**src/rtl/crc_pkg.sv**
```systemverilog
// Shared CRC definitions: FSM state type, generic helper functions and
// presets for the common CRC-16/CRC-32 variants.
package crc_pkg;

    typedef enum logic {
        IDLE = 1'b0,
        RUN  = 1'b1
    } crc_state_e;

    typedef struct packed {
        logic [5:0]  width;
        logic [31:0] poly;
        logic [31:0] init;
        logic        refin;
        logic        refout;
        logic [31:0] xorout;
        logic [31:0] residue;
    } crc_preset_t;

    localparam crc_preset_t CRC16_XMODEM      = '{6'd16, 32'h0000_1021, 32'h0000_0000, 1'b0, 1'b0, 32'h0000_0000, 32'h0000_0000};
    localparam crc_preset_t CRC16_CCITT_FALSE = '{6'd16, 32'h0000_1021, 32'h0000_FFFF, 1'b0, 1'b0, 32'h0000_0000, 32'h0000_0000};
    localparam crc_preset_t CRC16_KERMIT      = '{6'd16, 32'h0000_1021, 32'h0000_0000, 1'b1, 1'b1, 32'h0000_0000, 32'h0000_0000};
    localparam crc_preset_t CRC32_ETH         = '{6'd32, 32'h04C1_1DB7, 32'hFFFF_FFFF, 1'b1, 1'b1, 32'hFFFF_FFFF, 32'hC704_DD7B};

    // Fold the low data_w bits of data (MSB first) into the low crc_w bits of crc.
    function automatic logic [31:0] crc_step(input logic [31:0] crc, input logic [63:0] data,
                                             input logic [31:0] poly, input int crc_w, input int data_w);
        logic [31:0] c;
        logic [31:0] mask;
        logic        fb;
        mask = (crc_w >= 32) ? 32'hFFFF_FFFF : ((32'h1 << crc_w) - 32'h1);
        c    = crc & mask;
        for (int i = 63; i >= 0; i--) begin
            if (i < data_w) begin
                fb = c[crc_w-1] ^ data[i];
                c  = (c << 1) & mask;
                if (fb) c = c ^ (poly & mask);
            end
        end
        return c;
    endfunction

    // Reverse the low w bits of v; upper bits of the result are zero.
    function automatic logic [63:0] bit_rev(input logic [63:0] v, input int w);
        logic [63:0] r;
        r = '0;
        for (int i = 0; i < 64; i++) begin
            if (i < w) r[i] = v[w-1-i];
        end
        return r;
    endfunction

endpackage

```
**src/rtl/crc_step_comb.sv**
```systemverilog
// Purely combinational CRC fold of one DATA_W-bit word, MSB first.
module crc_step_comb
    import crc_pkg::*;
#(
    parameter int               DATA_W = 16,
    parameter int               CRC_W  = 16,
    parameter logic [CRC_W-1:0] POLY   = 16'h1021
) (
    input  logic [CRC_W-1:0]  crc_in,
    input  logic [DATA_W-1:0] data,
    output logic [CRC_W-1:0]  crc_out
);

    logic [CRC_W-1:0] acc;
    logic             fb;

    // Shift every data bit through the LFSR in a single cycle.
    always_comb begin
        acc = crc_in;
        fb  = 1'b0;
        for (int i = DATA_W - 1; i >= 0; i--) begin
            fb  = acc[CRC_W-1] ^ data[i];
            acc = {acc[CRC_W-2:0], 1'b0};
            if (fb) acc = acc ^ POLY;
        end
        crc_out = acc;
    end

endmodule

```
**src/rtl/crc_stream_engine.sv**
```systemverilog
// Streaming CRC generator/checker with frame delimiting, one result slot
// and valid/ready handshakes on both the beat input and the result output.
//
// Handshakes: a transfer happens on a clk_in edge where valid & ready are
// both high; valid never waits for ready, and a producer holding valid keeps
// its payload stable until the transfer. in_ready depends only on rst,
// out_valid and out_ready, so the result slot frees and refills in one edge.
module crc_stream_engine
    import crc_pkg::*;
#(
    parameter int          DATA_W  = 16,
    parameter int          CRC_W   = 16,
    parameter logic [31:0] POLY    = 32'h0000_1021,
    parameter logic [31:0] INIT    = 32'h0000_0000,
    parameter bit          REFIN   = 1'b0,
    parameter bit          REFOUT  = 1'b0,
    parameter logic [31:0] XOROUT  = 32'h0000_0000,
    parameter logic [31:0] RESIDUE = 32'h0000_0000
) (
    input  logic              clk_in,
    input  logic              rst,
    input  logic              in_valid,
    output logic              in_ready,
    input  logic [DATA_W-1:0] in_data,
    input  logic              in_last,
    input  logic              chk_mode,
    output logic              out_valid,
    input  logic              out_ready,
    output logic [CRC_W-1:0]  out_crc,
    output logic              out_match,
    output crc_state_e        dbg_state
);

    localparam logic [CRC_W-1:0] POLY_C    = POLY[CRC_W-1:0];
    localparam logic [CRC_W-1:0] INIT_C    = INIT[CRC_W-1:0];
    localparam logic [CRC_W-1:0] XOROUT_C  = XOROUT[CRC_W-1:0];
    localparam logic [CRC_W-1:0] RESIDUE_C = RESIDUE[CRC_W-1:0];

    crc_state_e        state_q;
    logic [CRC_W-1:0]  crc_q;
    logic              chk_q;
    logic [DATA_W-1:0] data_eff;
    logic [CRC_W-1:0]  crc_base;
    logic [CRC_W-1:0]  crc_next;
    logic [CRC_W-1:0]  raw_rev;
    logic [CRC_W-1:0]  crc_final;
    logic              chk_eff;
    logic              accept;

    assign in_ready  = !rst && (!out_valid || out_ready);
    assign accept    = in_valid && in_ready;
    assign dbg_state = state_q;

    // A frame's first beat always starts from INIT and takes chk_mode live.
    assign crc_base = (state_q == IDLE) ? INIT_C : crc_q;
    assign chk_eff  = (state_q == IDLE) ? chk_mode : chk_q;

    // Optional input reflection of the whole word.
    always_comb begin
        data_eff = in_data;
        if (REFIN) begin
            for (int i = 0; i < DATA_W; i++) data_eff[i] = in_data[DATA_W-1-i];
        end
    end

    crc_step_comb #(
        .DATA_W (DATA_W),
        .CRC_W  (CRC_W),
        .POLY   (POLY_C)
    ) u_step (
        .crc_in  (crc_base),
        .data    (data_eff),
        .crc_out (crc_next)
    );

    // Output reflection and final XOR, applied to the raw register value.
    always_comb begin
        for (int i = 0; i < CRC_W; i++) raw_rev[i] = crc_next[CRC_W-1-i];
        crc_final = (REFOUT ? raw_rev : crc_next) ^ XOROUT_C;
    end

    // Frame FSM, running CRC register and the held result slot.
    always_ff @(posedge clk_in) begin
        if (rst) begin
            state_q   <= IDLE;
            crc_q     <= INIT_C;
            chk_q     <= 1'b0;
            out_valid <= 1'b0;
            out_crc   <= '0;
            out_match <= 1'b0;
        end else begin
            if (out_valid && out_ready) out_valid <= 1'b0;
            if (accept) begin
                if (in_last) begin
                    out_valid <= 1'b1;
                    out_crc   <= crc_final;
                    out_match <= chk_eff && (crc_next == RESIDUE_C);
                    state_q   <= IDLE;
                    crc_q     <= INIT_C;
                end else begin
                    state_q <= RUN;
                    crc_q   <= crc_next;
                    if (state_q == IDLE) chk_q <= chk_mode;
                end
            end
        end
    end

endmodule

```
**config.mk**
```make
export PLATFORM = sky130hd
export DESIGN_NAME = crc_stream_engine
export DESIGN_NICKNAME = d
export VERILOG_FILES = /design/src/rtl/crc_pkg.sv /design/src/rtl/crc_step_comb.sv /design/src/rtl/crc_stream_engine.sv
export SDC_FILE = /design/constraint.sdc
export NUM_CORES = 1
export LEC_CHECK = 0
export BUFFER_PORTS_ARGS = -buffer_cell sky130_fd_sc_hd__buf_4
export CORE_ASPECT_RATIO = 0.75
export CORE_UTILIZATION = 55
export CTS_CLUSTER_DIAMETER = 40
export DETAILED_ROUTE_END_ITERATION = 10
export GPL_ROUTABILITY_DRIVEN = 1
export GPL_TIMING_DRIVEN = 0
export PLACE_DENSITY_LB_ADDON = 0.15
export SYNTH_ARGS = -nofsm -noshare
export SYNTH_HDL_FRONTEND = slang
export SYNTH_HIERARCHICAL = 1
export SYNTH_SLANG_ARGS = --single-unit
export TNS_END_PERCENT = 5
```
**constraint.sdc**
```tcl
create_clock -name clk_in -period 3.2 [get_ports clk_in]
set_input_delay 0.16 -clock clk_in [delete_from_list [all_inputs] [get_ports clk_in]]
set_output_delay 0.16 -clock clk_in [all_outputs]
set_load 0.1 [all_outputs]
```
## Yosys cells after proc, flatten, opt, wreduce, memory -nomap -nowiden

Index checks and enable logic that the tools add are counted.
W data, S select, Z words.

| storage, ports and cells | value |
|---|---|
| register bits after elaboration | 36 |
| input bits | 22 |
| output and inout port bits | 20 |
| word-level logic and storage cells | 72 |

| operators by class | value |
|---|---|
| multiplexer cells | 23 |
| bitwise gates (word level) | 33 |
| reduce and logical (&&, ||, !) cells | 10 |

Operators with widths:

| kind | number |
|---|---|
| $mux W13 | 16 |
| $not A3 Y3 | 16 |
| $mux W16 | 2 |
| $logic_not A16 Y1 | 1 |
| $xor A1 B1 Y1 | 16 |
| $mux W1 | 5 |
| $logic_and A1 B1 Y1 | 4 |
| $reduce_and A2 Y1 | 2 |
| $logic_not A1 Y1 | 2 |
| $logic_or A1 B1 Y1 | 1 |
| $not A1 Y1 | 1 |

## Logic depth before layout (Yosys ltp)

| depth | value |
|---|---|
| depth in word-level cells | 35 |
| gate-level depth with buffers | 10 |
| mapped depth without buffers | 8 |

## Modules after synthesis

Netlist, hierarchy kept.

Modules (own cells, without submodules):

| module | times used | cells each | area each (um2) | sequential area each (um2) |
|---|---|---|---|---|
| crc_stream_engine | 1 | 192 | 1676.6 | 720.7 |
| crc_step_comb | 1 | 51 | 566.8 | 0.0 |

## Least setup slack after synthesis

No wires, ideal clock.

| timing | value |
|---|---|
| kind | register to register |
| start | reg state_q, in the netlist dbg_state |
| end | reg out_match |
| library setup time | 0.087 ns |
| arrival time | 3.355 ns |
| required time | 3.113 ns |
| path slack | -0.242 ns |
| cell stages (with the launch flop) | 11 |
| buffers on the path | 2 |
| period minus slack after synthesis | 3.442 ns |
| cell sequence | dfxtp_1 -> buf_2 -> clkbuf_1 -> and2_1 -> xnor2_1 -> xor3_2 -> xnor2_1 -> xor2_1 -> nor4_1 -> nand4_1 -> o31ai_1 |

| between the ends | value |
|---|---|
| elaborated cells between the ends (all ways) | 52 |
| those cells by class | mux: 18; bitwise: 32; reduce/logical: 2 |

RTL lines:

| what | line | text |
|---|---|---|
| start, declared | crc_stream_engine.sv:39 | `crc_state_e state_q;` |
| start signal, assigned | crc_stream_engine.sv:85 | `state_q <= IDLE;` |
| start signal, assigned | crc_stream_engine.sv:98 | `state_q <= IDLE;` |
| start signal, assigned | crc_stream_engine.sv:101 | `state_q <= RUN;` |
| $mux W16 * | crc_stream_engine.sv:55 | `assign crc_base = (state_q == IDLE) ? INIT_C : crc_q;` |
| named net crc_base[11] | crc_stream_engine.sv:43 | `logic [CRC_W-1:0] crc_base;` |
| $not A3 Y3 (no line) | -- |  |
| $mux W13 * | crc_step_comb.sv:24 | `if (fb) acc = acc ^ POLY;` |
| $xor A1 B1 Y1 * | crc_step_comb.sv:22 | `fb = acc[CRC_W-1] ^ data[i];` |
| $mux W13 * | crc_step_comb.sv:24 |  |
| $xor A1 B1 Y1 * | crc_step_comb.sv:22 |  |
| $mux W13 * | crc_step_comb.sv:24 |  |
| $xor A1 B1 Y1 * | crc_step_comb.sv:22 |  |
| $mux W13 * (4 in series) | crc_step_comb.sv:24 |  |
| named net crc_final[3] | crc_stream_engine.sv:46 | `logic [CRC_W-1:0] crc_final;` |
| $logic_not A16 Y1 * | crc_stream_engine.sv:97 | `out_match <= chk_eff && (crc_next == RESIDUE_C);` |
| $logic_and A1 B1 Y1 * | crc_stream_engine.sv:97 |  |
| end signal, assigned | crc_stream_engine.sv:97 |  |
| end, declared | crc_stream_engine.sv:30 | `output logic out_match,` |

Mark *: on every way through the listed nets, which the timed path passes. The rest lies on a longest branch.
A chain may end at the register's enable or synchronous reset.

## Worst setup path after layout

| timing | value |
|---|---|
| start | reg state_q, in the netlist dbg_state |
| end | reg out_match |

| between the ends | value |
|---|---|
| elaborated cells between the ends (all ways) | 52 |
| those cells by class | mux: 18; bitwise: 32; reduce/logical: 2 |

RTL lines:

| what | line |
|---|---|
| $mux W16 | crc_stream_engine.sv:55 |
| named net crc_base[13] | crc_stream_engine.sv:43 |
| $xor A1 B1 Y1 | crc_step_comb.sv:22 |
| $mux W13 | crc_step_comb.sv:24 |
| $xor A1 B1 Y1 | crc_step_comb.sv:22 |
| $mux W13 | crc_step_comb.sv:24 |
| $xor A1 B1 Y1 | crc_step_comb.sv:22 |
| $mux W13 | crc_step_comb.sv:24 |
| $xor A1 B1 Y1 | crc_step_comb.sv:22 |
| $mux W13 (2 in series) | crc_step_comb.sv:24 |
| named net crc_final[1] | crc_stream_engine.sv:46 |
| $logic_not A16 Y1 | crc_stream_engine.sv:97 |
| $logic_and A1 B1 Y1 | crc_stream_engine.sv:97 |

The timed path passes the listed nets, and every way through them passes these cells.

==> results.toml <==
[grt]
grt_pass1_wl_mm = 9.02
antenna_found_initial = 0
overflow = 0
met1_usage = 0.384
grt.met2_usage = 0.441
grt_pass1_vias = 1867
grt_use_met3 = 0.0989
grt_usage = 0.285
busiest_layer = "met2"
grt_max_degree = 12

[setup_path]
regToRegSetupSlack_ns = 0.22
setup.worst_path.end_class = "flop"
r2r_start = "dbg_state"
worstReg2RegEnd = "out_match"
worstPathRequired_ns = 3.40
worst-endpoint-arrival_ns = 3.18
critical_path_class = "flop to flop"
worst-path-max-fanout = 10
crit_path_cell_trace = "buf_2 -> and2_1 -> xor2_1 -> xnor3_1 -> xnor2_2 -> xnor2_1 -> nor4_1 -> nand4_1 -> o31ai_1"
critPathLaunchType = "flop"
critPathMaxStageDelay_ns = 0.58
cp_slowest_cell = "xnor3_1"
ff2ff_path_depth = 9

[floorplan]
die_area_um2 = 4340
die_x_um = 75.7
start_util = 0.594
core_um2 = 3780
io_pins = 42
die_y_um = 57.3
num_rows = 19

[yosys]
yosys_warnings = 6
synth.net_count = 265
synth_ff_type = "dfxtp_1"
async_flop_share = 0
netlist_instances = 243
seq_area_frac_synth = 0.321
synth_edf_count = 0
yosysMostFrequentCell = "dfxtp_1"
ys_types = 34
synth_top_cell_area_share = 0.321
synthesis.area_um2 = 2240
postSynthAreaPerCell_um2 = 9.23
synth.top_cells.by_count = "dfxtp_1, xnor2_1, inv_1, nand4_1, o21ai_0"
ys_ff_latch = 36
synth_top_cell_by_area = "dfxtp_1"
synth_area_leaders = "dfxtp_1, xnor2_1, o311ai_1, nand4_1, and2_1"

[clocking]
cts_tree = "done"
ctsHoldBuffers = 0
cts_inserted_buffers = 5
worstSkewPairLatency_ns = 0.28
clk_pin_slew_ns = 0.07
cts_max_level = 2
clock_sinks = 36
post_cts_buffers = 0
cts_buffer_depth = 2
root_buffer = "clkbuf_8"

[placement]
gp_congestion = 0.841
dp_hpwl_mm = 4.03
io_buffers = 41

[final_layout]
multi_input_area_um2 = 1340
register_area_um2 = 722
antenna_cells = 0
area_delta_synth_final_pct = 23.4
drive_gt1_frac = 0.284
layout.nets = 313
final_util = 0.732
fillCellCount = 297

[drt]
drt_iter0_markers = 152
firstDrtPassIters = 6
drcViolationCount = 0
num_vias = 1988
via_per_inst = 5.78
finalWirelength_mm = 5.54
drt.antenna.violating_nets = 0
wl_per_cell_um = 16.1

[flow_run]
drv_cap = 0

[hold_path]
hold_path.startpoint = "chk_mode"
hp-class = "input port to flop"
min_to = "chk_q"
min_path_cells = 3

[sta]
final-hold-violation-count = 0
slew_headroom = 0.655
report.final.slew_viol_count = 0
fin_skew_ns = 0.00354
setup_viol = 0
tightest_slew_ns = 0.517
rsz0062_at_grt = "no"
final.period_utilization = 0.932
min_period_ns = 2.98
timing.hold.ws_ns = 0.160
fmax_mhz = 335

[power]
vdd.ir_drop.worst_mv = 0.364
power_leakage_nw = 1.16
power_density_nw_per_um2 = 560

[status]
status = "completed"
-- stage by stage --
| step | instance area, um2 | setup TNS, ns | setup slack, ns | instances | total power [mW] |
|---|---|---|---|---|---|
| 2_1_floorplan | 2240 | 0 | 0.101 | 243 | 0.996 |
| 3_3_place_gp | 2620 | -0.0357 | -0.0357 | 336 | 1.14 |
| 6_report | 2770 | 0 | 0.218 | 344 | 1.55 |
| 3_5_place_dp | 2620 | -0.0554 | -0.0554 | 336 | 1.14 |
| 4_1_cts | 2730 | 0 | 0.101 | 344 | 1.54 |
| 5_1_grt | 2770 | 0 | 0.0120 | 344 | 1.61 |
-- worst max-delay path by stage --
stage	slack, ns	end	startpoint	cells after the start
2_1_floorplan	0.10	out_match	dbg_state	10
4_1_cts	0.10	out_match	dbg_state	10
3_5_place_dp	-0.06	out_match	dbg_state	10
5_1_grt	0.01	out_match	dbg_state	9
3_3_place_gp	-0.04	out_match	dbg_state	10
6_report	0.22	out_match	dbg_state	9
-- critical path, delay by kind of cell (launching register included) --
| family | cells | cell delay (ns) |
|---|---|---|
| simple gates | 3 | 0.59 |
| xor+xnor | 4 | 1.49 |
| compound gates | 1 | 0.24 |
| buf+inv | 1 | 0.21 |
| flops | 1 | 0.35 |
-- cell usage in the layout (no fill, tap or decap), drive strengths merged, types with 3 or more instances in the layout --
cell / n
nor4: 4
dfxtp: 36
clkbuf: 11
inv: 19
o21ai: 33
o311ai: 17
nor2: 3
and2: 16
xnor2: 33
a21oi: 17
xnor3: 4
buf: 57
xor2: 12
nand4: 18
-- routing by layer --
metal / routed length (um) / vias up
met5: 0 / -
met4: 61 / 0
met3: 455 / 10
met2: 2510 / 83
met1: 2520 / 938
li1: - / 957
-- layout make-up --
| cell class | instances | area share |
|---|---|---|
| clock inverters | 2 | 0.0127 |
| flip-flops and latches | 36 | 0.261 |
| inverters | 19 | 0.0258 |
| clock buffers | 6 | 0.0262 |
| repair buffers | 41 | 0.111 |
| plain buffers | 21 | 0.0565 |
| well taps | 52 | 0.0235 |
| multi-input cells | 167 | 0.483 |
-- cell families after synthesis --
kind of cell	share of synthesized area
AND/OR/NAND/NOR	0.131
AO/OA/AOI/OAI	0.193
flip-flops	0.321
buffers and inverters	0.101
multiplexers	0.00446
XOR/XNOR	0.249
-- flip-flops by register name (all words and copies together), names as in the netlist --
name / flops
out_valid: 1
dbg_state: 1
out_match: 1
chk_q: 1
crc_q: 16
out_crc: 16
-- power by group --
group          internal (mW)  total [mW]  switching, mW
Sequential             0.485       0.503         0.0173
Combinational          0.210       0.653          0.443
Clock                  0.231       0.395          0.163
-- timing repair --
item / 4_1_cts / 5_1_grt
resized for setup: 1 / 6
pin swaps: 0 / 0
endpoints found under the setup margin: 1 / 1
Power figures use the tool's default switching activity.
